### config.mk
export PLATFORM = sky130hd
export DESIGN_NAME = pipeline_run_controller
export DESIGN_NICKNAME = d
export VERILOG_FILES = /design/src/rtl/pipeline_run_controller.sv
export SDC_FILE = /design/constraint.sdc
export NUM_CORES = 1
export LEC_CHECK = 0
export BUFFER_PORTS_ARGS = -buffer_cell sky130_fd_sc_hd__buf_2
export CORE_ASPECT_RATIO = 0.8
export CORE_MARGIN = 2
export CORE_UTILIZATION = 56
export CTS_BUF_LIST = sky130_fd_sc_hd__clkbuf_16
export CTS_CLUSTER_SIZE = 10
export DETAILED_ROUTE_END_ITERATION = 8
export PLACE_DENSITY = 0.94
export SKIP_LAST_GASP = 1
export SLEW_MARGIN = 20
export SYNTH_ARGS = -nofsm -noshare
export SYNTH_HDL_FRONTEND = slang
export SYNTH_SLANG_ARGS = --single-unit
### constraint.sdc
create_clock -name i_clock -period 4.4 [get_ports i_clock]
set_input_delay 0.88 -clock i_clock [delete_from_list [all_inputs] [get_ports i_clock]]
set_output_delay 0.88 -clock i_clock [all_outputs]
set_load 0.1 [all_outputs]
### src/rtl/pipeline_run_controller.sv
// pipeline_run_controller: execution sequencer for the 5-stage MIPS pipeline.
// Takes byte commands from the debug link ('C' run, 'S' step, 'D' dump) and
// gates the global pipeline enable. Once HALT reaches ID it drains the
// pipeline. After each run or step it streams PC, cycle count, register file
// and data memory to the link transmitter.
// Optional watchdog: define PIPE_RUN_WATCHDOG_EN to bound RUN at MAX_RUN_CYCLES.
//
// state      | meaning
// IDLE       | waiting for a command, o_cmd_ready high
// RUN        | pipeline enabled until HALT is seen in ID
// STEP       | single enabled cycle
// DRAIN      | DRAIN_CYCLES extra enabled cycles so older instructions retire
// DUMP_PC    | sending the PC snapshot taken on entry
// DUMP_CYC   | sending the cycle counter
// DUMP_REG   | reading and sending registers 0..N_REGS-1
// DUMP_MEM   | reading and sending memory words 0..N_MEM_WORDS-1
// DONE       | program halted; only 'D' is honoured until reset
module pipeline_run_controller #(
   parameter int NB_DATA        = 32,
   parameter int NB_CMD         = 8,
   parameter int N_REGS         = 32,
   parameter int NB_REG_ADDR    = 5,
   parameter int N_MEM_WORDS    = 32,
   parameter int NB_MEM_ADDR    = 5,
   parameter int DRAIN_CYCLES   = 3,
   parameter int MAX_RUN_CYCLES = 1024
) (
   input  logic                   i_clock,
   input  logic                   i_reset,
   input  logic                   i_cmd_valid,
   input  logic [NB_CMD-1:0]      i_cmd,
   output logic                   o_cmd_ready,
   input  logic                   i_halt,
   input  logic [NB_DATA-1:0]     i_pc,
   output logic                   o_pipe_enable,
   output logic [NB_REG_ADDR-1:0] o_rf_rd_addr,
   input  logic [NB_DATA-1:0]     i_rf_rd_data,
   output logic [NB_MEM_ADDR-1:0] o_mem_rd_addr,
   input  logic [NB_DATA-1:0]     i_mem_rd_data,
   output logic                   o_tx_valid,
   output logic [NB_DATA-1:0]     o_tx_data,
   input  logic                   i_tx_ready,
   output logic                   o_halted,
   output logic                   o_busy,
   output logic                   o_timeout
);

   localparam logic [NB_CMD-1:0]      CMD_RUN    = NB_CMD'('h43);
   localparam logic [NB_CMD-1:0]      CMD_STEP   = NB_CMD'('h53);
   localparam logic [NB_CMD-1:0]      CMD_DUMP   = NB_CMD'('h44);
   localparam logic [7:0]             DRAIN_LOAD = 8'(DRAIN_CYCLES);
   localparam logic [NB_REG_ADDR-1:0] LAST_REG   = NB_REG_ADDR'(N_REGS - 1);
   localparam logic [NB_MEM_ADDR-1:0] LAST_MEM   = NB_MEM_ADDR'(N_MEM_WORDS - 1);

   typedef enum logic [3:0] {
      S_IDLE, S_RUN, S_STEP, S_DRAIN, S_DUMP_PC, S_DUMP_CYC, S_DUMP_REG, S_DUMP_MEM, S_DONE
   } state_t;

   // ph: 0 = address on the port, 1 = read data arrives, 2 = word offered on tx
   state_t                 state_q, state_d;
   logic [NB_DATA-1:0]     cyc_q, cyc_d;
   logic [7:0]             drain_q, drain_d;
   logic [1:0]             ph_q, ph_d;
   logic                   tx_valid_d, halted_d, timeout_d;
   logic [NB_DATA-1:0]     tx_data_d;
   logic [NB_REG_ADDR-1:0] rf_addr_d;
   logic [NB_MEM_ADDR-1:0] mem_addr_d;
   logic                   cmd_hs, tx_hs;
`ifdef PIPE_RUN_WATCHDOG_EN
   logic [31:0]            run_q, run_d;
`endif

   assign cmd_hs = i_cmd_valid && o_cmd_ready;
   assign tx_hs  = o_tx_valid && i_tx_ready;

   // Next-state and next-output decode; every output is registered from here.
   always_comb begin
      state_d    = state_q;
      cyc_d      = cyc_q;
      drain_d    = drain_q;
      ph_d       = ph_q;
      tx_valid_d = o_tx_valid;
      tx_data_d  = o_tx_data;
      rf_addr_d  = o_rf_rd_addr;
      mem_addr_d = o_mem_rd_addr;
      halted_d   = o_halted;
      timeout_d  = o_timeout;
`ifdef PIPE_RUN_WATCHDOG_EN
      run_d      = run_q;
`endif
      case (state_q)
         S_IDLE, S_DONE: begin
            if (cmd_hs) begin
               if (i_cmd == CMD_DUMP) begin
                  state_d = S_DUMP_PC;
               end else if (state_q == S_IDLE && i_cmd == CMD_RUN) begin
                  state_d = S_RUN;
`ifdef PIPE_RUN_WATCHDOG_EN
                  run_d   = '0;
`endif
               end else if (state_q == S_IDLE && i_cmd == CMD_STEP) begin
                  state_d = S_STEP;
               end
            end
         end
         S_RUN: begin
            cyc_d = cyc_q + NB_DATA'(1);
`ifdef PIPE_RUN_WATCHDOG_EN
            run_d = run_q + 32'd1;
`endif
            if (i_halt) begin
               state_d = S_DRAIN;
               drain_d = DRAIN_LOAD;
            end
`ifdef PIPE_RUN_WATCHDOG_EN
            else if (run_q == 32'(MAX_RUN_CYCLES - 1)) begin
               state_d   = S_DRAIN;
               drain_d   = DRAIN_LOAD;
               timeout_d = 1'b1;
            end
`endif
         end
         S_STEP: begin
            cyc_d = cyc_q + NB_DATA'(1);
            if (i_halt) begin
               state_d = S_DRAIN;
               drain_d = DRAIN_LOAD;
            end else begin
               state_d = S_DUMP_PC;
            end
         end
         S_DRAIN: begin
            cyc_d   = cyc_q + NB_DATA'(1);
            drain_d = drain_q - 8'd1;
            if (drain_q <= 8'd1) begin
               state_d  = S_DUMP_PC;
               halted_d = 1'b1;
            end
         end
         S_DUMP_PC: begin
            if (tx_hs) begin
               state_d   = S_DUMP_CYC;
               tx_data_d = cyc_q;
            end
         end
         S_DUMP_CYC: begin
            if (tx_hs) begin
               state_d    = S_DUMP_REG;
               tx_valid_d = 1'b0;
               rf_addr_d  = '0;
               ph_d       = 2'd0;
            end
         end
         S_DUMP_REG: begin
            if (ph_q == 2'd0) begin
               ph_d = 2'd1;
            end else if (ph_q == 2'd1) begin
               tx_data_d  = i_rf_rd_data;
               tx_valid_d = 1'b1;
               ph_d       = 2'd2;
            end else if (tx_hs) begin
               tx_valid_d = 1'b0;
               ph_d       = 2'd0;
               if (o_rf_rd_addr == LAST_REG) begin
                  state_d    = S_DUMP_MEM;
                  rf_addr_d  = '0;
                  mem_addr_d = '0;
               end else begin
                  rf_addr_d = o_rf_rd_addr + NB_REG_ADDR'(1);
               end
            end
         end
         S_DUMP_MEM: begin
            if (ph_q == 2'd0) begin
               ph_d = 2'd1;
            end else if (ph_q == 2'd1) begin
               tx_data_d  = i_mem_rd_data;
               tx_valid_d = 1'b1;
               ph_d       = 2'd2;
            end else if (tx_hs) begin
               tx_valid_d = 1'b0;
               ph_d       = 2'd0;
               if (o_mem_rd_addr == LAST_MEM) begin
                  state_d    = o_halted ? S_DONE : S_IDLE;
                  mem_addr_d = '0;
               end else begin
                  mem_addr_d = o_mem_rd_addr + NB_MEM_ADDR'(1);
               end
            end
         end
         default: state_d = S_IDLE;
      endcase
      // The PC word is snapshotted straight into the tx register on dump entry.
      if (state_d == S_DUMP_PC && state_q != S_DUMP_PC) begin
         tx_valid_d = 1'b1;
         tx_data_d  = i_pc;
      end
   end

   // State, counters and registered outputs; reset drops any in-flight word.
   always_ff @(posedge i_clock or negedge i_reset) begin
      if (!i_reset) begin
         state_q       <= S_IDLE;
         cyc_q         <= '0;
         drain_q       <= '0;
         ph_q          <= '0;
         o_cmd_ready   <= 1'b0;
         o_pipe_enable <= 1'b0;
         o_rf_rd_addr  <= '0;
         o_mem_rd_addr <= '0;
         o_tx_valid    <= 1'b0;
         o_tx_data     <= '0;
         o_halted      <= 1'b0;
         o_busy        <= 1'b0;
         o_timeout     <= 1'b0;
`ifdef PIPE_RUN_WATCHDOG_EN
         run_q         <= '0;
`endif
      end else begin
         state_q       <= state_d;
         cyc_q         <= cyc_d;
         drain_q       <= drain_d;
         ph_q          <= ph_d;
         o_cmd_ready   <= (state_d == S_IDLE || state_d == S_DONE) && !cmd_hs;
         o_pipe_enable <= (state_d == S_RUN || state_d == S_STEP || state_d == S_DRAIN);
         o_rf_rd_addr  <= rf_addr_d;
         o_mem_rd_addr <= mem_addr_d;
         o_tx_valid    <= tx_valid_d;
         o_tx_data     <= tx_data_d;
         o_halted      <= halted_d;
         o_busy        <= !(state_d == S_IDLE || state_d == S_DONE);
         o_timeout     <= timeout_d;
`ifdef PIPE_RUN_WATCHDOG_EN
         run_q         <= run_d;
`endif
      end
   end

endmodule

Word-level counts from Yosys, hierarchy flattened
Cells that the tools add are included.
{"block": "word_totals", "out_inout_bits": 48, "register_bits": 93, "wordCells": 134}
{"block": "op_classes", "magnitude_cmp": 1, "n_addsub": 4, "n_mux": 52, "n_eq_ne": 35, "reduce_logical": 30}
{"cell": "32-bit two-way mux", "n": 6}
{"cell": "32-bit one-hot mux with 3 select lines", "n": 1}
{"cell": "4-bit two-way mux", "n": 17}
{"cell": "5-bit two-way mux", "n": 13}
{"cell": "32-bit by 1-bit adder with 32-bit output, second input constant", "n": 1}
{"cell": "4-bit one-hot mux with 8 select lines", "n": 1}
{"cell": "8-bit by 7-bit equality test with 1-bit output, second input constant", "n": 3}
{"cell": "4-bit by 3-bit equality test with 1-bit output, second input constant", "n": 5}
{"cell": "5-bit one-hot mux with 2 select lines", "n": 2}
{"cell": "4-bit by 2-bit equality test with 1-bit output, second input constant", "n": 4}
{"cell": "2-bit != test, second input constant", "n": 8}
{"cell": "8-bit one-hot mux with 2 select lines", "n": 1}
{"cell": "3-bit != test, second input constant", "n": 5}
{"cell": "5-bit by 1-bit adder with 5-bit output, second input constant", "n": 2}
{"cell": "5-bit equality test, second input constant", "n": 2}
{"cell": "4-bit by 1-bit equality test with 1-bit output, second input constant", "n": 2}
{"cell": "4-bit equality test, second input constant", "n": 2}
{"cell": "8-bit by 1-bit <= comparator with 1-bit output, second input constant", "n": 1}
{"cell": "4-bit zero test", "n": 2}
{"cell": "8-bit two-way mux", "n": 1}
{"cell": "8-bit AND reduction", "n": 1}
{"cell": "2-bit nonzero test", "n": 4}
{"cell": "8-bit by 1-bit subtractor with 8-bit output, second input constant", "n": 1}
{"cell": "1-bit logical AND", "n": 6}
{"cell": "other kinds (19)", "n": 31}

Longest topological paths before layout
Gate-level depths: netlist of run 1.
{"block": "logic_depth", "word_depth": 11, "mapped_depth": 9, "mapped_depth_nobuf": 8}

Worst setup path before layout of run 1
No wires, ideal clock.
{"block": "synth_timing", "path_kind": "register -> register", "from": "register o_rf_rd_addr[0]", "to": "register o_mem_rd_addr[3]", "t_arrival_ns": 2.525, "path_stages_with_launch": 10, "path_slack_ns": 1.788, "path_buffers": 1, "synth_period_minus_slack_ns": 2.612, "t_required_ns": 4.314, "path_cell_list": "dfrtp_1 -> ha_1 -> and3_1 -> ha_1 -> o21ai_0 -> or3_1 -> clkbuf_1 -> nor2_1 -> nand4_1 -> o21ai_1"}
{"block": "synth_between", "elab_chain_len": 3}
{"item": "start, declared", "line_no": "36", "source": "output logic [NB_REG_ADDR-1:0] o_rf_rd_addr,"}
{"item": "start signal, assigned", "line_no": "226", "source": "o_rf_rd_addr <= rf_addr_d;"}
{"item": "5-bit equality test", "line_no": "164", "source": "if (o_rf_rd_addr == LAST_REG) begin"}
{"item": "2-bit != test (no source line)"}
{"item": "8-bit AND reduction (no source line)"}
{"item": "end signal, assigned", "line_no": "227", "source": "o_mem_rd_addr <= mem_addr_d;"}
{"item": "end, declared", "line_no": "38", "source": "output logic [NB_MEM_ADDR-1:0] o_mem_rd_addr,"}
Every way passes these cells.
A chain may end at the register's enable or synchronous reset.

Final worst setup path of run 1
{"block": "layout_timing", "from": "register state_q[0]", "to": "register o_tx_data[20]"}
{"block": "layout_between", "elab_chain_len": 11, "word_cells_on_any_way": 41, "cone_classes": "eq/ne: 15; mux: 19; reduce/logical: 7"}
{"item": "start, declared", "line_no": "60", "source": "state_t state_q, state_d;"}
{"item": "start signal, assigned", "line_no": "220", "source": "state_q <= state_d;"}
{"item": "4-bit zero test", "line_no": "91, 96, 101"}
{"item": "1-bit logical AND", "line_no": "101", "source": "end else if (state_q == S_IDLE && i_cmd == CMD_STEP) begin"}
{"item": "4-bit two-way mux", "line_no": "101"}
{"item": "4-bit two-way mux", "line_no": "96", "source": "end else if (state_q == S_IDLE && i_cmd == CMD_RUN) begin"}
{"item": "4-bit two-way mux", "line_no": "94", "source": "if (i_cmd == CMD_DUMP) begin"}
{"item": "4-bit two-way mux", "line_no": "93", "source": "if (cmd_hs) begin"}
{"item": "4-bit one-hot mux with 8 select lines", "line_no": "91", "source": "case (state_q)"}
{"item": "4-bit by 3-bit equality test with 1-bit output", "line_no": "194", "source": "if (state_d == S_DUMP_PC && state_q != S_DUMP_PC) begin"}
{"item": "1-bit logical AND", "line_no": "194"}
{"item": "3-bit != test (no source line) or 4-bit nonzero test (tied branches)"}
{"item": "6-bit AND reduction (no source line)"}
{"item": "end signal, assigned", "line_no": "229", "source": "o_tx_data <= tx_data_d;"}
{"item": "end, declared", "line_no": "41", "source": "output logic [NB_DATA-1:0] o_tx_data,"}
Parallel ways exist; a longest one is shown, timed or not.

==> results_dict.tcl, run 1 <==
set metrics [dict create \
    r2r_cells 5 \
    drc 0 \
    seq_area_mm2 0.00233 \
    synth_nets 618 \
    setup_slack_ns 1.46 \
    power_frac_clock_pct 20.1 \
    avgRoutedWirePerCell_um 18.1 \
    vias 4628 \
    drtIter0Drc 391 \
    totalWireLength_um 13800 \
    ys_types 59 \
    fillerInstances 657 \
    pwr-share-seq_pct 31.6 \
    core-area_mm2 0.00900 \
    drive_above_1_share_pct 29.1 \
    fp.dieW_um 111 \
    viasPerCell 6.07 \
    maxClockFrequency_mhz 340 \
    max_cap_violations 0 \
    min_path_cells 1 \
    postLayoutCellArea_mm2 0.00624 \
    grt_max_degree 94 \
    relSlewSlack_pct 33.8 \
    num_io_pins 157 \
    worstPathArrival_ns 3.20 \
    synth_ff_type "dfrtp_1" \
    worst_path_largest_cell_delay_ns 0.80 \
    synth_top_area_share_pct 45.2 \
    netlist_area_mm2 0.00515 \
    ant_nets 0 \
    synth_edf_count 0 \
    finalSetupViolCount 0 \
    end_kind "flip-flop" \
    dp_hpwl_um 9820 \
    rows 31 \
    cts_tree "done" \
    cts_sinks 93 \
    port_buffers 155 \
    dpl_worst_slack_ns 1.22 \
    layout_commonest_cell "buf_2" \
    power.share.switching_pct 50.4 \
    multi_input_area_mm2 0.00263 \
    worstSetupPathType "reg2reg" \
    p_total_mw 3.71 \
    avgSynthCellArea_um2 10.3 \
    yosysTopAreaCell "dfrtp_1" \
    holdCritPathClass "reg2reg" \
    crit_slowest_cell "a21oi_4" \
    drv_slew 0 \
    area_delta_synth_final_pct 21.2 \
    startpoint_type "flip-flop" \
    synthArstFlopShare_pct 100 \
    cts_resized 0 \
    final_util_pct 69.4 \
    post-route-period-util_pct 66.8 \
    synthCells 502 \
    intPower_mw 1.84 \
    insertion_delay_ns 0.34 \
    clk_pin_slew_worst_paths_ns 0.06 \
    gp_congestion 0.864 \
    ctsHoldBuffers 0 \
    synth_warnings 0 \
    synth_seq_cells 93 \
    finClkSkew_ns 0.00834 \
    dr.pass1.iters 5 \
    hold_violations 0 \
    worstPathCellList "nand4bb_1, and4b_1, a211oi_4, a21oi_4, o221a_1" \
    cts_max_level 3 \
    irDropWorstVdd_v 0.000606 \
    leakagePower_nw 2.77 \
    rsz0062_at_grt "no" \
    cp_max_fo 32 \
    die_h_um 89.8 \
    post_cts_buffers 0 \
    required_ns 4.67 \
    start_util_pct 57.3 \
    placed_cell_area_mm2 0.00596 \
    grt_pass1_vias 4568 \
    synth.yosys.seq_area_share_pct 45.2 \
    layout_common_cells "buf_2 (154), dfrtp_1 (92), nand2_1 (61)" \
    cts_buffers 9 \
    power_frac_comb_pct 48.2 \
    netSwitchingPower_mw 1.87 \
    tns_ns 0 \
    num_antenna_cells 0 \
    die_area_mm2 0.00999 \
    antenna_found_initial 0 \
    finish.net_count 758 \
    cts_buffer_depth 2 \
    grt_pass1_wl_um 22600 \
    outcome "finished, final reports clean" \
    grt.total_usage_pct 27.7 \
    period_needed_ns 2.94 \
    power_density_mw_per_mm2 594 \
    gr-total-overflow 0 \
    ys_top_cells_by_area "dfrtp_1 (45%), mux2i_1 (6.6%), o221a_1 (6.6%)" \
    worst_slew_pin_slew_ns 0.991 \
    clockRootBuffer "clkbuf_16" \
]
-- sequential cells by signal, summed over array words and instances (netlist names) --
signal,count
drain_q,8
cyc_q,32
o_mem_rd_addr,5
o_tx_data,32
state_q,4
o_pipe_enable,1
o_busy,1
ph_q,2
o_rf_rd_addr,5
o_halted,1
o_cmd_ready,1
o_tx_valid,1
-- power groups by stage --
stage	sequential, mW	clock, mW	combinational, mW
floorplan	2.07	0	0.551
global placement	1.17	0	1.75
detailed placement	1.18	0	1.78
CTS	1.17	0.754	1.78
global route	1.19	0.791	1.85
finish	1.17	0.747	1.79
-- logic make-up after synthesis --
kind of cell	count (synthesis)	share of synthesized area (%)
xor+xnor	33	5.61
flops	93	45.2
simple gates	172	17.8
buf+inv	42	3.89
compound gates	116	18.3
fa+ha+maj	8	1.89
other cells	1	0.0728
mux	37	7.26
-- metal layers --
metal  up-vias  wire [um]  GRT usage [%]
li1       2136          -              -
met1      2261       5990           38.3
met2       197       6680           45.3
met3        34        861           5.39
met4         0        267           7.20
met5         -          0              0
-- cell type report --
| cell class | instances | share of cell area (%) |
|---|---|---|
| repair buffers | 159 | 13.0 |
| clock buffers | 9 | 3.61 |
| well taps | 115 | 2.31 |
| clock inverters | 7 | 0.962 |
| inverters | 12 | 0.722 |
| flip-flops and latches | 93 | 37.3 |
| multi-input cells | 367 | 42.1 |
-- worst max-delay path, delay by kind of cell (launching register included) --
kind | cells | cell delay (ns)
AO/OA/AOI/OAI | 3 | 1.22
AND/OR/NAND/NOR | 2 | 0.87
flip-flops | 1 | 0.77
-- path summary, 6_finish.rpt --
check | start | to | slack (ns)
worst min register to register | cyc_q[31] | cyc_q[31] | 0.47
max in group asynchronous | i_reset | o_tx_data[20] | 3.22
worst max register to register | state_q[0] | o_tx_data[20] | 1.46
worst min-delay path | cyc_q[31] | cyc_q[31] | 0.47
worst max-delay path | state_q[0] | o_tx_data[20] | 1.46
min in group asynchronous | i_reset | o_mem_rd_addr[3] | 0.59
-- stage by stage --
| stage | hold slack [ns] | instances |
|---|---|---|
| after global placement | 0.458 | 746 |
| after global routing | 0.493 | 762 |
| after detailed placement | 0.459 | 746 |
| after CTS | 0.473 | 762 |
| after floorplan | 0.441 | 502 |
| final | 0.471 | 762 |
-- cells in the mapped netlist (12+ instances only) --
| master | number |
|---|---|
| clkbuf_1 | 15 |
| dfrtp_1 | 93 |
| inv_1 | 12 |
| mux2i_1 | 34 |
| nand2_1 | 61 |
| nand3_1 | 16 |
| nor2_1 | 26 |
| o211ai_1 | 31 |
| o21ai_0 | 19 |
| o221a_1 | 30 |
| xnor2_1 | 17 |
| xor2_1 | 16 |
(Power assumes the default switching activity.)
==> run 2, diff against run 1 <==
CORE_UTILIZATION = 52   (was 56)
PLACE_DENSITY = 0.89   (was 0.94)
clock period = 2.85 ns   (was 4.4 ns; I/O delays follow)
==> run 2 against run 1 <==
  * Cell count rose by 3.3%
  * Via count increased by 0.11%
  * Global-route usage is 2.2 points lower
  * Critical path type unchanged
  * Critical endpoint is now o_tx_data[13]
==> results_dict.tcl, run 2 (synthesis gave the netlist of run 1 again) <==
set metrics [dict create \
    finClkSkew_ns 0.00537 \
    ant_nets 0 \
    r2r_slack_ns 0.39 \
    hold_violations 0 \
    gr-total-overflow 0 \
    r2r-start "drain_q[0]" \
    post_cts_buffers 0 \
    drtIter0Drc 352 \
    dr.pass1.iters 5 \
    fillerInstances 730 \
    grt_max_degree 48 \
    rsz0062_at_grt "no" \
    start_util_pct 53.4 \
    worstSetupPathType "reg2reg" \
    maxClockFrequency_mhz 407 \
    ctsHoldBuffers 0 \
    rows 32 \
    period_needed_ns 2.46 \
    die_area_mm2 0.0107 \
    vias 4633 \
    reg_top3 "cyc_q (32), o_tx_data (32), drain_q (8)" \
    layout_common_cells "buf_2 (154), dfrtp_1 (92), nand2_1 (61)" \
    die_h_um 93.0 \
    drive_above_1_share_pct 29.6 \
    dp_hpwl_um 10100 \
    gp_congestion 0.897 \
    relSlewSlack_pct 52.5 \
    port_buffers 155 \
    cts_tree "done" \
    irDropWorstVdd_v 0.000531 \
    p_total_mw 5.67 \
    core-area_mm2 0.00965 \
    post-route-period-util_pct 86.3 \
    finish.net_count 762 \
    fp.dieW_um 115 \
    startpoint_type "flip-flop" \
    end_kind "flip-flop" \
    cts_buffer_depth 2 \
    critPathLaunch "drain_q[0]" \
    worstPathCellList "inv_1, ha_1, or2_2, and4b_1, a211oi_4, buf_4, mux2i_1, a2bb2oi_2" \
    cp-endpoint "o_tx_data[13]" \
    cp_num_buf_inv 2 \
    clockRootBuffer "clkbuf_16" \
    max_cap_violations 0 \
    grt.total_usage_pct 25.5 \
    grt_pass1_vias 4482 \
    crit_family "simple AND/OR/NAND/NOR gates" \
    drv_slew 0 \
    worst_slew_pin_slew_ns 0.707 \
    worstPathArrival_ns 2.68 \
    viasPerCell 5.89 \
    crit_slowest_cell "dfrtp_1" \
    timing.rr.end "o_tx_data[13]" \
    avgRoutedWirePerCell_um 17.1 \
    cts_buffers 9 \
    area_delta_synth_final_pct 22.4 \
    routed.top_layer "met4" \
    path_depth 8 \
    holdWs_ns 0.239 \
    wl_met1_um 5780 \
    cts_sinks 93 \
    wl_met2_um 6640 \
    tns_ns 0 \
    clk_pin_slew_worst_paths_ns 0.06 \
    setup_slack_ns 0.390 \
    required_ns 3.07 \
    layout_commonest_cell "buf_2" \
    cp_max_fo 34 \
    totalWireLength_um 13500 \
    dr_wl_met3_um 841 \
    antenna_found_initial 0 \
    worst_path_largest_cell_delay_ns 0.43 \
    leakagePower_nw 2.80 \
    num_antenna_cells 0 \
    drc 0 \
    cts_resized 0 \
    outcome "finished, final reports clean" \
    num_io_pins 157 \
    r2r_cells 8 \
    cts_max_level 3 \
    dpl_worst_slack_ns 0.327 \
    insertion_delay_ns 0.33 \
    power_density_mw_per_mm2 899 \
    grt_pass1_wl_um 21600 \
    finalSetupViolCount 0 \
    holdCritPathClass "in2async" \
]
==> run 2: worst min-delay path by stage <==
| stage | from | endpoint | slack [ns] | cells after the start |
|---|---|---|---|---|
| final | i_reset | o_pipe_enable | 0.24 | 1 |
| after global placement | cyc_q[31] | cyc_q[31] | 0.46 | 1 |
| after detailed placement | cyc_q[31] | cyc_q[31] | 0.46 | 1 |
| after CTS | i_reset | o_pipe_enable | 0.26 | 1 |
| after floorplan | i_reset | cyc_q[0] | 0.27 | 0 |
| after global routing | i_reset | o_busy | 0.29 | 1 |
==> run 2: where the power goes <==
part / internal (mW) / switching [mW] / total (mW)
clock network: 0.579 / 0.484 / 1.06
registers: 1.56 / 0.205 / 1.77
logic: 0.647 / 2.19 / 2.84
==> run 2: stage by stage <==
step	cells	cell area (um2)	utilization [%]
detailed placement	771	6050	62.7
floorplan	502	5150	-
CTS	787	6310	65.4
global placement	771	6050	62.7
finish	787	6310	65.4
global route	787	6310	65.4
==> run 2: final cells by class <==
class	instances	area, um2	share of cell area [%]
clock inverter	7	35.0	0.555
sequential	93	2330	36.9
tap	136	170	2.70
clock buffer	9	225	3.57
multi-input combinational	367	2630	41.7
inverter	12	45.0	0.714
timing repair buffer	163	876	13.9
==> run 2: worst register-to-register path, cell delays in order, from the launching register on <==
cell and delay (ns):
dfrtp_1 0.43, inv_1 0.07, ha_1 0.26, or2_2 0.31
and4b_1 0.23, a211oi_4 0.28, buf_4 0.42, mux2i_1 0.28
a2bb2oi_2 0.08
==> run 2: layer usage <==
layer / GRT usage (%) / up-vias
met5: 0 / -
met4: 7.43 / 0
met3: 4.54 / 25
met2: 40.6 / 194
met1: 36.0 / 2259
li1: - / 2155
